$ cat src/rtl/hamming_pkg.sv
// Shared Hamming(15,11) constants, codeword position maps and FSM encoding.
// Used by both the encoder and decoder datapaths.
package hamming_pkg;

    localparam int N     = 15;
    localparam int K     = 11;
    localparam int SYN_W = 4;

    // Positions are 1-based; entry i of each map is packed at [i*SYN_W +: SYN_W].
    localparam logic [4*SYN_W-1:0] PARITY_POS = {4'd8, 4'd4, 4'd2, 4'd1};
    localparam logic [K*SYN_W-1:0] DATA_POS   = {4'd15, 4'd14, 4'd13, 4'd12, 4'd11, 4'd10,
                                                 4'd9, 4'd7, 4'd6, 4'd5, 4'd3};

    localparam logic [3:0] CNT_LAST = 4'(N - 1);
    localparam logic [3:0] IDX_LAST = 4'(K - 1);

    typedef enum logic [1:0] {
        ST_IDLE    = 2'd0,
        ST_CORRECT = 2'd1,
        ST_SHIFT   = 2'd2
    } state_t;

    // Syndrome bit i covers every position sharing a set bit with parity position i.
    function automatic logic [SYN_W-1:0] calc_syndrome(input logic [N-1:0] cw);
        logic [SYN_W-1:0] s;
        s = '0;
        for (int p = 1; p <= N; p++) begin
            for (int i = 0; i < SYN_W; i++) begin
                if (cw[p-1] && ((4'(p) & PARITY_POS[i*SYN_W +: SYN_W]) != 4'd0)) begin
                    s[i] = ~s[i];
                end
            end
        end
        return s;
    endfunction

    function automatic logic [K-1:0] extract_data(input logic [N-1:0] cw);
        logic [K-1:0] d;
        d = '0;
        for (int i = 0; i < K; i++) begin
            d[i] = cw[int'(DATA_POS[i*SYN_W +: SYN_W]) - 1];
        end
        return d;
    endfunction

endpackage

$ cat src/rtl/hamming_syndrome_correct.sv
// Combinational syndrome computation and single-bit correction of one codeword.
// Bit p-1 of cw_i holds codeword position p.
module hamming_syndrome_correct
    import hamming_pkg::*;
(
    input  logic [N-1:0]     cw_i,
    output logic [SYN_W-1:0] syn_o,
    output logic [K-1:0]     data_o
);

    logic [N-1:0] fixed;

    assign syn_o = calc_syndrome(cw_i);

    // Every non-zero syndrome names a real position, so it is always flipped.
    always_comb begin
        fixed = cw_i;
        if (syn_o != '0) begin
            fixed[syn_o - 4'd1] = ~cw_i[syn_o - 4'd1];
        end
    end

    assign data_o = extract_data(fixed);

endmodule

$ cat src/rtl/hamming_decoder_datapath.sv
// Serial Hamming(15,11) decoder: frames 15-bit codewords, corrects single errors, emits 11 data bits MSB first.
// Optional HAMMING_DEC_STATS_EN adds saturating word / corrected-word counters.
module hamming_decoder_datapath
    import hamming_pkg::*;
(
    input  logic             CLK_IN,
    input  logic             REST_N,
    input  logic             DEVICE_EN,
    input  logic             SERIAL_IN,
    input  logic             IN_VALID,
    output logic             SERIAL_OUT,
    output logic             OUT_VALID,
    output logic             WORD_START,
    output logic             ERR_FLAG,
    output logic [SYN_W-1:0] SYNDROME
`ifdef HAMMING_DEC_STATS_EN
    ,
    output logic [15:0]      WORD_CNT,
    output logic [15:0]      CORR_CNT
`endif
);

    logic [3:0]       cnt_q, cnt_d;
    logic [N-1:0]     sr_q, sr_d;
    logic             word_done;

    state_t           state_q, state_d;
    logic             load_word;
    logic             shift_active;

    logic [K-1:0]     buf_q, buf_d;
    logic [3:0]       idx_q, idx_d;
    logic             sout_q, sout_d;
    logic             ovld_q, ovld_d;
    logic             wstart_q, wstart_d;
    logic             err_q, err_d;
    logic [SYN_W-1:0] syn_q, syn_d;

    logic [SYN_W-1:0] syn_w;
    logic [K-1:0]     data_w;

    hamming_syndrome_correct u_syn_corr (
        .cw_i   (sr_q),
        .syn_o  (syn_w),
        .data_o (data_w)
    );

    // The shift register keeps sliding after a word completes; CORRECT reads it
    // in the following cycle, before the next word's bits can disturb it.
    always_comb begin
        cnt_d     = cnt_q;
        sr_d      = sr_q;
        word_done = 1'b0;
        if (!DEVICE_EN) begin
            cnt_d = '0;
            sr_d  = '0;
        end else if (IN_VALID) begin
            sr_d = {sr_q[N-2:0], SERIAL_IN};
            if (cnt_q == CNT_LAST) begin
                cnt_d     = '0;
                word_done = 1'b1;
            end else begin
                cnt_d = cnt_q + 4'd1;
            end
        end
    end

    always_ff @(posedge CLK_IN or negedge REST_N) begin
        if (!REST_N) begin
            cnt_q <= '0;
            sr_q  <= '0;
        end else begin
            cnt_q <= cnt_d;
            sr_q  <= sr_d;
        end
    end

    always_ff @(posedge CLK_IN or negedge REST_N) begin
        if (!REST_N) begin
            state_q <= ST_IDLE;
        end else begin
            state_q <= state_d;
        end
    end

    // Word spacing of 15 input cycles exceeds the 12-cycle CORRECT+SHIFT
    // occupancy, so word_done is only ever seen in IDLE.
    always_comb begin
        state_d = state_q;
        case (state_q)
            ST_IDLE:    if (word_done) state_d = ST_CORRECT;
            ST_CORRECT: state_d = ST_SHIFT;
            ST_SHIFT:   if (idx_q == IDX_LAST) state_d = ST_IDLE;
            default:    state_d = ST_IDLE;
        endcase
        if (!DEVICE_EN) begin
            state_d = ST_IDLE;
        end
    end

    always_comb begin
        load_word    = (state_q == ST_CORRECT);
        shift_active = (state_q == ST_SHIFT);
    end

    always_comb begin
        buf_d    = buf_q;
        idx_d    = idx_q;
        sout_d   = 1'b0;
        ovld_d   = 1'b0;
        wstart_d = 1'b0;
        err_d    = err_q;
        syn_d    = syn_q;
        if (!DEVICE_EN) begin
            buf_d = '0;
            idx_d = '0;
            err_d = 1'b0;
            syn_d = '0;
        end else if (load_word) begin
            buf_d = data_w;
            idx_d = '0;
            err_d = (syn_w != '0);
            syn_d = syn_w;
        end else if (shift_active) begin
            sout_d   = buf_q[K-1];
            ovld_d   = 1'b1;
            wstart_d = (idx_q == 4'd0);
            buf_d    = {buf_q[K-2:0], 1'b0};
            idx_d    = idx_q + 4'd1;
        end
    end

    always_ff @(posedge CLK_IN or negedge REST_N) begin
        if (!REST_N) begin
            buf_q    <= '0;
            idx_q    <= '0;
            sout_q   <= 1'b0;
            ovld_q   <= 1'b0;
            wstart_q <= 1'b0;
            err_q    <= 1'b0;
            syn_q    <= '0;
        end else begin
            buf_q    <= buf_d;
            idx_q    <= idx_d;
            sout_q   <= sout_d;
            ovld_q   <= ovld_d;
            wstart_q <= wstart_d;
            err_q    <= err_d;
            syn_q    <= syn_d;
        end
    end

    assign SERIAL_OUT = sout_q;
    assign OUT_VALID  = ovld_q;
    assign WORD_START = wstart_q;
    assign ERR_FLAG   = err_q;
    assign SYNDROME   = syn_q;

`ifdef HAMMING_DEC_STATS_EN
    logic [15:0] word_cnt_q, word_cnt_d;
    logic [15:0] corr_cnt_q, corr_cnt_d;

    // Counters survive DEVICE_EN flushes; only REST_N clears them.
    always_comb begin
        word_cnt_d = word_cnt_q;
        corr_cnt_d = corr_cnt_q;
        if (load_word && DEVICE_EN) begin
            if (word_cnt_q != 16'hFFFF) word_cnt_d = word_cnt_q + 16'd1;
            if ((syn_w != '0) && (corr_cnt_q != 16'hFFFF)) corr_cnt_d = corr_cnt_q + 16'd1;
        end
    end

    always_ff @(posedge CLK_IN or negedge REST_N) begin
        if (!REST_N) begin
            word_cnt_q <= '0;
            corr_cnt_q <= '0;
        end else begin
            word_cnt_q <= word_cnt_d;
            corr_cnt_q <= corr_cnt_d;
        end
    end

    assign WORD_CNT = word_cnt_q;
    assign CORR_CNT = corr_cnt_q;
`endif

endmodule

$ cat config.mk
export PLATFORM = sky130hd
export DESIGN_NAME = hamming_decoder_datapath
export DESIGN_NICKNAME = d
export VERILOG_FILES = /design/src/rtl/hamming_pkg.sv /design/src/rtl/hamming_syndrome_correct.sv /design/src/rtl/hamming_decoder_datapath.sv
export SDC_FILE = /design/constraint.sdc
export NUM_CORES = 1
export LEC_CHECK = 0
export CAP_MARGIN = 15
export CORE_MARGIN = 10
export CORE_UTILIZATION = 60
export DETAILED_ROUTE_END_ITERATION = 8
export HOLD_SLACK_MARGIN = 0.05
export PLACE_DENSITY = 0.77
export SLEW_MARGIN = 20
export SYNTH_ARGS = -nofsm -noshare
export SYNTH_HDL_FRONTEND = slang
export SYNTH_HIERARCHICAL = 1
export SYNTH_SLANG_ARGS = --single-unit
$ cat constraint.sdc
create_clock -name CLK_IN -period 5.1 [get_ports CLK_IN]
set_input_delay 1.02 -clock CLK_IN [delete_from_list [all_inputs] [get_ports CLK_IN]]
set_output_delay 1.02 -clock CLK_IN [all_outputs]
set_load 0.02 [all_outputs]
==> results.toml <==
[cells_and_area]
antenna_cells = 0
fillers = 388
drive_gt1_share_pct = 6.95
post-route-util_pct = 65.9
multiInputGateArea_sq_um = 1660
synthToLayoutAreaGrowth_pct = 6.87
regArea_sq_um = 1100
nNetsFinal = 317

[worst_hold_path]
hold-path-cell-count = 2
hp-start = "ERR_FLAG"
holdCritPathClass = "flip-flop to flip-flop"
min_to = "ERR_FLAG"

[sta]
finalSetupTns_ns = 0
fin_worst_hold_slack_ns = 0.532
finClkSkew_ns = 0.00436
max_freq_mhz = 282
setup_viol = 0
hold_viol_final = 0
finalWorstSetupSlack_ns = 1.56
fin_crit_sh_pct = 69.4
maxSlewViolCount = 0
slew_headroom_pct = 35.0
rsz0062_at_grt = "no"
min_period_ns = 3.54
worst_pin_slew_ns = 0.975

[power]
ir_drop_uv = 169
power_density_nw_per_um2 = 209
leakage_nw = 1.36
p_total_uw = 649

[floorplanning]
die_h_microns = 89.7
fp.dieW_microns = 89.7
io_pins = 13
core_region_area_sq_um = 4720
placementRows = 25
start_util_pct = 61.7
die_area_sq_um = 8040

[global_routing]
first_global_vias = 1968
overflow = 0
grt_pass1_wl_mm = 9.67
grt_usage_pct = 15.3
antenna_found_initial = 0
grt_max_degree = 45

[cts]
cts_tree = "done"
cts_setup_buffers = 0
cts_resized = 0
clock-sinks = 44
clk-insertion-delay-late_ns = 0.29
cts_root_buf = "clkbuf_8"
cts_inserted_buffers = 5
cts_buffer_depth = 2
clk_pin_slew_worst_paths_ns = 0.08
htree_num_levels = 2
cts_hold_buf = 0

[synthesis]
synthTopCellsByCount = "dfrtp_1 (44), mux2i_1 (33), nand2_1 (26)"
synth_edf_count = 0
avgSynthCellArea_sq_um = 9.84
ys_ff_latch = 44
yosysWarnings = 6
yosysMostFrequentCell = "dfrtp_1"
syn-cell-area_sq_um = 2910
syn_nets = 312
synthFlopType = "dfrtp_1"
ys_types = 45
synth_top_area_cell = "dfrtp_1"
synth_top_area_share_pct = 37.8
yosysSeqAreaShare_pct = 37.8
ys_top_cells_by_area = "dfrtp_1 (38%), mux2i_1 (11%), a211oi_1 (5.4%)"
async_flop_share_pct = 100
syn_inst = 296

[detailed_routing]
routed_via_density = 5.70
dr.pass1.iters = 4
drc = 0
ant_nets = 0
first_iter_violations = 138
wirelength_mm = 5.66
vias = 2104
post_drt_wl_per_cell_microns = 15.3

[setup_path]
worstPathCellList = "xnor2_1 -> xnor2_1 -> xnor2_1 -> ha_1 -> ha_1 -> xor3_1 -> nor3_1 -> a21boi_2 -> mux2i_1 -> mux2i_1 -> a211oi_1"
crit_top_cell = "xnor2_1"
end_kind = "flip-flop"
max_stage_delay_ns = 0.56
critPathLaunchType = "flip-flop"
reg2reg_from = "sr_q[10]"
crit_family = "XOR/XNOR gates"
rr_worst_depth = 11
path_buf_inv = 0
r2r_slack_ns = 1.56
r2r-end = "buf_q[8]"
required_ns = 5.30
critPathKind = "flip-flop to flip-flop"
crit_fanout = 9
worstPathArrival_ns = 3.75
critPathSlowestCell = "xor3_1"

[place]
gp_congestion = 0.938
io_buffers = 12
pre_cts_slack_ns = 1.63
dpl.hpwl_mm = 3.96

[run_status]
status = "complete, no violations"

[run]
drv_cap = 0
-- power by group --
| part | internal [mW] | total (mW) | leakage (nW) | switching (mW) |
|---|---|---|---|---|
| Sequential | 0.351 | 0.354 | 0.613 | 0.00303 |
| Combinational | 0.0239 | 0.0660 | 0.700 | 0.0421 |
| Clock | 0.110 | 0.229 | 0.0445 | 0.119 |
-- worst min-delay path, cell delays in order, from the launching register on --
cell and delay, ns:
dfrtp_1 0.38, nand2_1 0.06, a21oi_1 0.05
-- layout by cell type, fill, tap and decap left out, types with 2 or more instances in the layout --
master,Yosys,layout
a31oi_1,5,5
a21boi_2,3,3
o21ai_0,5,5
buf_4,2,2
nand3_1,6,6
nand2_1,26,26
xnor2_1,14,14
ha_1,11,11
nand2b_1,4,4
dfrtp_1,44,44
a21oi_1,19,19
a211oi_1,21,21
nor2_1,23,23
nor2b_1,11,11
or3_1,2,2
mux4_2,2,2
and2b_1,2,2
xor2_1,2,2
mux2_1,4,4
and2_1,2,2
nor3_1,3,3
mux2i_1,33,33
nand3b_1,3,3
clkdlybuf4s50_1,0,10
buf_2,7,2
and3_1,5,5
clkbuf_8,0,6
inv_1,14,14
xor3_1,2,2
-- state kept, by name (all words and copies together), names as in the netlist --
signal	count
ERR_FLAG	1
OUT_VALID	1
SERIAL_OUT	1
SYNDROME	4
WORD_START	1
buf_q	11
cnt_q	4
idx_q	4
sr_q	15
state_q	2
-- how the worst max path moves through the flow --
stage | startpoint | to | slack, ns | depth (start not counted)
5_1_grt | sr_q[10] | buf_q[10] | 1.32 | 11
3_5_place_dp | sr_q[10] | buf_q[10] | 1.63 | 11
6_report | sr_q[10] | buf_q[8] | 1.56 | 11
4_1_cts | sr_q[10] | buf_q[8] | 1.57 | 11
3_3_place_gp | sr_q[4] | buf_q[10] | 1.76 | 11
2_1_floorplan | sr_q[10] | buf_q[10] | 2.03 | 11
-- layout make-up --
type                    instances  area share, %
clock buffers                   7           2.77
clock inverters                 1          0.241
flip-flops and latches         44           35.4
multi-input cells             222           53.2
well taps                      67           2.69
repair buffers                 14           4.02
inverters                      14           1.69
-- through the flow --
step	cells	instance area, sq um
2_1_floorplan	296	2910
3_3_place_gp	361	3020
3_5_place_dp	361	3020
4_1_cts	369	3120
5_1_grt	369	3110
6_report	369	3110
-- routing by layer --
layer  up-vias  wire length [microns]  GRT usage (%)
met5         -                      0              0
met4         0                     68           4.91
met3         8                    183           3.61
met2        30                   2680           23.9
met1      1027                   2730           20.4
li1       1039                      -              -
-- cell families (layout without fill, tap and decap cells) --
kind of cell,Yosys count,count (layout),share of synthesized area [%]
AOI/OAI and AO/OA,59,59,13.5
muxes,40,40,14.8
and+or+nand+nor,91,91,15.2
xor gates and xnor gates,21,21,8.59
adders and majority gates,11,11,4.73
buffers and inverters,30,36,5.33
DFF,44,44,37.8
(Power assumes the default switching activity.)
